`src/rtl/dmd_frame_capture.sv`:
```
// dmd_frame_capture: receiving end of the dot-matrix scan interface.
// Synchronizes the scanner signals into CLK, collects scanned rows into a
// back buffer and, once every row of a frame has been seen, swaps it into
// a display buffer that is read through a registered row port.
//
// Ports:
//   CLK, RESET         system clock, synchronous active-high reset
//   DMD_CLK            row strobe from the scanner (slow relative to CLK)
//   DMD_CLR            scanner clear, aborts the frame being collected
//   dmd_seg            row index, valid at the DMD_CLK rising edge
//   dmd_column         row pixel data, valid at the DMD_CLK rising edge
//   rd_row / rd_data   display-buffer row read, data registered
//   frame_done         one-CLK pulse when a frame is swapped in
//   frame_valid        high once any frame has been swapped since reset
//   frame_error        one-CLK pulse when a frame is rejected as incomplete
//   frame_count        number of swapped frames, wraps at 256
//
// ROWS is expected to be a power of two between 2 and 16.
module dmd_frame_capture #(
    parameter int unsigned ROWS           = 16,
    parameter int unsigned COLS           = 16,
    parameter bit          COL_ACTIVE_LOW = 1'b0
) (
    input  logic            CLK,
    input  logic            RESET,
    input  logic            DMD_CLK,
    input  logic            DMD_CLR,
    input  logic [3:0]      dmd_seg,
    input  logic [COLS-1:0] dmd_column,
    input  logic [3:0]      rd_row,
    output logic [COLS-1:0] rd_data,
    output logic            frame_done,
    output logic            frame_valid,
    output logic            frame_error,
    output logic [7:0]      frame_count
);

    localparam int unsigned RW = (ROWS > 1) ? $clog2(ROWS) : 1;
    localparam logic [RW-1:0]   LAST_ROW  = RW'(ROWS - 1);
    localparam logic [ROWS-1:0] MASK_FULL = '1;

    typedef enum logic [1:0] {
        ST_IDLE,
        ST_FILL,
        ST_SWAP
    } state_e;

    // Two-stage synchronizer; strobe, clear, row and data travel together
    logic            s1_clk_q, s2_clk_q, s3_clk_q;
    logic            s1_clr_q, s2_clr_q;
    logic [RW-1:0]   s1_row_q, s2_row_q;
    logic [COLS-1:0] s1_col_q, s2_col_q;

    logic [COLS-1:0] back_q    [ROWS];
    logic [COLS-1:0] display_q [ROWS];
    logic [ROWS-1:0] mask_q, mask_d;
    state_e          state_q, state_d;

    logic [COLS-1:0] rd_data_q;
    logic            done_q, done_d;
    logic            err_q, err_d;
    logic            valid_q;
    logic [7:0]      count_q;

    logic            strobe;
    logic            wr_en;
    logic            swap_en;
    logic [ROWS-1:0] row_bit;
    logic [COLS-1:0] col_data;

    assign strobe   = s2_clk_q & ~s3_clk_q;
    assign row_bit  = ROWS'(1) << s2_row_q;
    assign col_data = COL_ACTIVE_LOW ? ~s2_col_q : s2_col_q;

    // Synchronizer and edge-detect registers
    always_ff @(posedge CLK) begin
        if (RESET) begin
            s1_clk_q <= 1'b0;
            s2_clk_q <= 1'b0;
            s3_clk_q <= 1'b0;
            s1_clr_q <= 1'b0;
            s2_clr_q <= 1'b0;
            s1_row_q <= '0;
            s2_row_q <= '0;
            s1_col_q <= '0;
            s2_col_q <= '0;
        end else begin
            s1_clk_q <= DMD_CLK;
            s2_clk_q <= s1_clk_q;
            s3_clk_q <= s2_clk_q;
            s1_clr_q <= DMD_CLR;
            s2_clr_q <= s1_clr_q;
            s1_row_q <= dmd_seg[RW-1:0];
            s2_row_q <= s1_row_q;
            s1_col_q <= dmd_column;
            s2_col_q <= s1_col_q;
        end
    end

    // Frame collection: next state, mask and pulse generation
    always_comb begin
        state_d = state_q;
        mask_d  = mask_q;
        wr_en   = 1'b0;
        swap_en = 1'b0;
        done_d  = 1'b0;
        err_d   = 1'b0;
        case (state_q)
            ST_IDLE, ST_FILL: begin
                if (s2_clr_q) begin
                    // Clear wins over a coincident strobe; back buffer kept
                    mask_d  = '0;
                    state_d = ST_IDLE;
                end else if (strobe) begin
                    wr_en = 1'b1;
                    if (s2_row_q == LAST_ROW) begin
                        if ((state_q == ST_FILL) && ((mask_q | row_bit) == MASK_FULL)) begin
                            state_d = ST_SWAP;
                        end else begin
                            // Last row arrived with rows missing: reject frame
                            err_d   = 1'b1;
                            mask_d  = '0;
                            state_d = ST_IDLE;
                        end
                    end else begin
                        mask_d  = mask_q | row_bit;
                        state_d = ST_FILL;
                    end
                end
            end
            ST_SWAP: begin
                // A completed frame is committed even if a clear arrives now
                swap_en = 1'b1;
                done_d  = 1'b1;
                mask_d  = '0;
                state_d = ST_IDLE;
            end
            default: begin
                mask_d  = '0;
                state_d = ST_IDLE;
            end
        endcase
    end

    // State, buffers and output registers
    always_ff @(posedge CLK) begin
        if (RESET) begin
            state_q   <= ST_IDLE;
            mask_q    <= '0;
            rd_data_q <= '0;
            done_q    <= 1'b0;
            err_q     <= 1'b0;
            valid_q   <= 1'b0;
            count_q   <= 8'd0;
            for (int i = 0; i < int'(ROWS); i++) begin
                back_q[i]    <= '0;
                display_q[i] <= '0;
            end
        end else begin
            state_q <= state_d;
            mask_q  <= mask_d;
            done_q  <= done_d;
            err_q   <= err_d;
            if (wr_en) begin
                back_q[s2_row_q] <= col_data;
            end
            if (swap_en) begin
                for (int i = 0; i < int'(ROWS); i++) begin
                    display_q[i] <= back_q[i];
                end
                valid_q <= 1'b1;
                count_q <= count_q + 8'd1;
            end
            // Reads the pre-swap contents during the swap cycle
            rd_data_q <= display_q[rd_row[RW-1:0]];
        end
    end

    assign rd_data     = rd_data_q;
    assign frame_done  = done_q;
    assign frame_valid = valid_q;
    assign frame_error = err_q;
    assign frame_count = count_q;

endmodule
```
`config.mk`:
```
export PLATFORM = sky130hd
export DESIGN_NAME = dmd_frame_capture
export DESIGN_NICKNAME = d
export VERILOG_FILES = /design/src/rtl/dmd_frame_capture.sv
export SDC_FILE = /design/constraint.sdc
export NUM_CORES = 1
export LEC_CHECK = 0
export ABC_AREA = 1
export ABC_CLOCK_PERIOD_IN_PS = 7650
export BUFFER_PORTS_ARGS = -buffer_cell sky130_fd_sc_hd__buf_2
export CORE_MARGIN = 5
export CORE_UTILIZATION = 40
export CTS_BUF_LIST = sky130_fd_sc_hd__clkbuf_8 sky130_fd_sc_hd__clkbuf_16
export CTS_CLUSTER_SIZE = 25
export DETAILED_ROUTE_END_ITERATION = 8
export GPL_ROUTABILITY_DRIVEN = 0
export GPL_TIMING_DRIVEN = 0
export SETUP_SLACK_MARGIN = 0.02
export SKIP_LAST_GASP = 1
export SLEW_MARGIN = 25
export SYNTH_ARGS = -nofsm -noshare
export SYNTH_HDL_FRONTEND = slang
export SYNTH_SLANG_ARGS = --single-unit
```
`constraint.sdc`:
```
create_clock -name CLK -period 7.65 [get_ports CLK]
set_input_delay 1.53 -clock CLK [delete_from_list [all_inputs] [get_ports CLK]]
set_output_delay 1.53 -clock CLK [all_outputs]
set_load 0.1 [all_outputs]
```
==> flow_metrics.tcl <==
set metrics [dict create \
    core-area_um2 59000 \
    cts_buffer_depth 3 \
    area_growth_syn_to_layout_pct 14.2 \
    holdPathEnd "s2_row_q[2]" \
    fp-row-count 89 \
    cp_num_buf_inv 3 \
    ys_types 28 \
    cts_resized 0 \
    avgSynthCellArea_um2 10.9 \
    cp.required_ns 7.76 \
    crit_type "in -> reg" \
    p_leak_nw 10.4 \
    post_cts_buffers 0 \
    wl_met3_mm 6.63 \
    setup_viol 0 \
    cts_buffers 66 \
    cts.sinks 602 \
    critical_path.cell_chain "buf_2, inv_1, nand2_1, nor2_2, nand3_1, clkbuf_1, nand2_1" \
    via_per_inst 5.19 \
    ys_warn_count 0 \
    route.met2.wl_mm 30.4 \
    yosys.area_share.simple 0.139 \
    antenna_found_initial 2 \
    pre_cts_ws_ns 2.83 \
    grt_max_degree 81 \
    grt_pass1_wl_mm 97.8 \
    io_buffers 51 \
    critPathMaxStageDelay_ns 0.75 \
    min_path_cells 2 \
    reg2reg_depth 7 \
    dp_cells 3009 \
    detail-route-antenna-nets 0 \
    r2r-start "state_q[1]" \
    clk_latency_ns 0.60 \
    crit_slowest_cell "nand2_1" \
    vias 16225 \
    fin_total_pwr_w 0.00714 \
    track_usage 0.205 \
    min_period_ns 4.13 \
    tns_ns 0 \
    final-hold-violation-count 0 \
    syn_nets 2211 \
    worstPathArrival_ns 4.24 \
    path_max_fanout 16 \
    overflow 0 \
    wl_mm 66.4 \
    seq_area_frac_synth 0.720 \
    clock_skew_ns 0.0299 \
    worstHoldStart "s1_row_q[2]" \
    vdd_drop_max_uv 203 \
    p_per_area_nw_per_um2 262 \
    max_freq_ghz 0.242 \
    synth-compound-area-share 0.0644 \
    status "completed" \
    top_layer "met4" \
    die_y_um 254 \
    dp.final_hpwl_mm 44.0 \
    die_w_um 254 \
    reg2reg_slack_ns 4.60 \
    syn_inst 2182 \
    final_nets 2333 \
    ys_ff_latch 602 \
    slew_headroom 0.227 \
    cts_hold_buf 0 \
    final_cells 3129 \
    r2r_end "back_q[2][2]" \
    synth_xor_area_frac 0 \
    rsz0062_at_grt "false" \
    clk_pin_slew_ns 0.06 \
    wl_met1_mm 26.6 \
    fin_util 0.461 \
    synthAdderAreaFrac 0.000524 \
    initial_core_util 0.404 \
    fin_ws_ns 3.52 \
    die-area_um2 64600 \
    drv_slew 0 \
    tritoncts "yes" \
    post-route-period-util 0.539 \
    crit_family "simple AND/OR/NAND/NOR gates" \
    cap_violations 0 \
    tightest_slew_ns 1.16 \
    worst_path_most_repeated_cell "nand2_1" \
    n_fill_cell 5391 \
    h-tree-depth 3 \
    netlist_area_um2 23900 \
    synth_top_family_by_area "simple AND/OR/NAND/NOR gates" \
    ios 55 \
    drt-initial-drc-count 2006 \
    crit_path_start_kind "input pin" \
    end_kind "flip-flop" \
    grt_pass1_vias 15802 \
    synthMuxAreaShare 0 \
    post-route-drc-count 0 \
    drive_gt1_frac 0.0769 \
    hold_path.class "reg -> reg" \
    wire_per_inst_um 21.2 \
    dr.pass1.iters 6 \
    root_buffer "clkbuf_16" \
]
[cell usage after synthesis (all sizes together)]
library cell / n / area share
a21oi: 39 / 0.0082
and3: 1 / 0.00026
buf: 14 / 0.0033
clkbuf: 110 / 0.017
clkinv: 2 / 0.00031
dfxtp: 90 / 0.076
edfxtp: 512 / 0.64
ha: 1 / 0.00052
inv: 353 / 0.056
nand2: 93 / 0.015
nand3: 33 / 0.0090
nand4: 1 / 0.00026
nor2: 710 / 0.11
nor3: 3 / 0.00063
nor3b: 1 / 0.00031
o211ai: 19 / 0.0060
o21ai: 133 / 0.028
o21bai: 1 / 0.00079
o221ai: 45 / 0.017
o22ai: 19 / 0.0050
or2: 2 / 0.00052
[routing by layer]
layer  vias to the layer above  global-route usage
met5                         -                   0
met4                         0              0.0868
met3                       167              0.0445
met2                       803               0.325
met1                      7902               0.276
li1                       7353                   -
[power breakdown]
group | switching [W] | internal [W]
clock network | 0.00128 | 0.00175
logic | 0.000335 | 0.0000781
registers | 0.0000335 | 0.00366
total | 0.00165 | 0.00550
[worst max-delay path by stage]
stage / slack [ns] / from / end / cells past startpoint
finish: 3.52 / RESET / back_q[1][2] / 7
global route: 3.27 / RESET / back_q[1][2] / 7
CTS: 3.44 / RESET / back_q[1][2] / 7
detailed placement: 2.83 / RESET / back_q[1][9] / 7
global placement: -0.25 / RESET / display_q[13][11] / 4
floorplan: 2.04 / RESET / display_q[0][0] / 4
[sequential cells by signal, indices dropped and copies added (netlist names), 4 cells and up]
name         count
back_q         256
display_q      256
rd_data         16
s1_row_q         4
s1_col_q        16
frame_count      8
mask_q          16
col_data        16
s2_row_q         4
[tightest hold or removal path: cells and delay by family (launching register included)]
kind / cells / cell delay [ns]
simple gates: 1 / 0.03
buf+inv: 1 / 0.04
flops: 1 / 0.30
[metrics by stage]
step	hold slack, ns	instance area (um^2)
CTS	0.402	27200
finish	0.401	27200
global route	0.419	27200
global placement	0.400	25100
floorplan	0.388	23900
detailed placement	0.394	25200
[cell families (layout without fill, tap and decap cells)]
kind of cell               Yosys count  count (layout)
DFF                                602             602
and+or+nand+nor                    844             844
buffers and inverters              479             651
adders and majority gates            1               1
other                                0               2
AOI/OAI and AO/OA                  256             256
[cell type report]
type | instances | area (um^2) | share of cell area
multi-input combinational | 1101 | 4870 | 0.179
sequential | 602 | 17200 | 0.631
clock inverter | 44 | 246 | 0.00905
inverter | 355 | 1330 | 0.0489
buffer | 124 | 493 | 0.0181
clock buffer | 74 | 1810 | 0.0663
antenna | 2 | 5.00 | 0.000184
tap | 773 | 967 | 0.0355
timing repair buffer | 54 | 338 | 0.0124
[layout by cell type (no fill, tap or decap), drive strengths merged]
master / instances
o221ai: 45
bufinv: 2
a21oi: 39
edfxtp: 512
clkinvlp: 1
nor3: 3
clkinv: 24
nor3b: 1
diode: 2
and3: 1
nor2: 710
ha: 1
o21ai: 133
nand3: 33
nand4: 1
o211ai: 19
o22ai: 19
or2: 2
inv: 372
buf: 68
o21bai: 1
nand2: 93
dfxtp: 90
clkbuf: 184
Note: power is estimated with default switching activity, not from simulation.
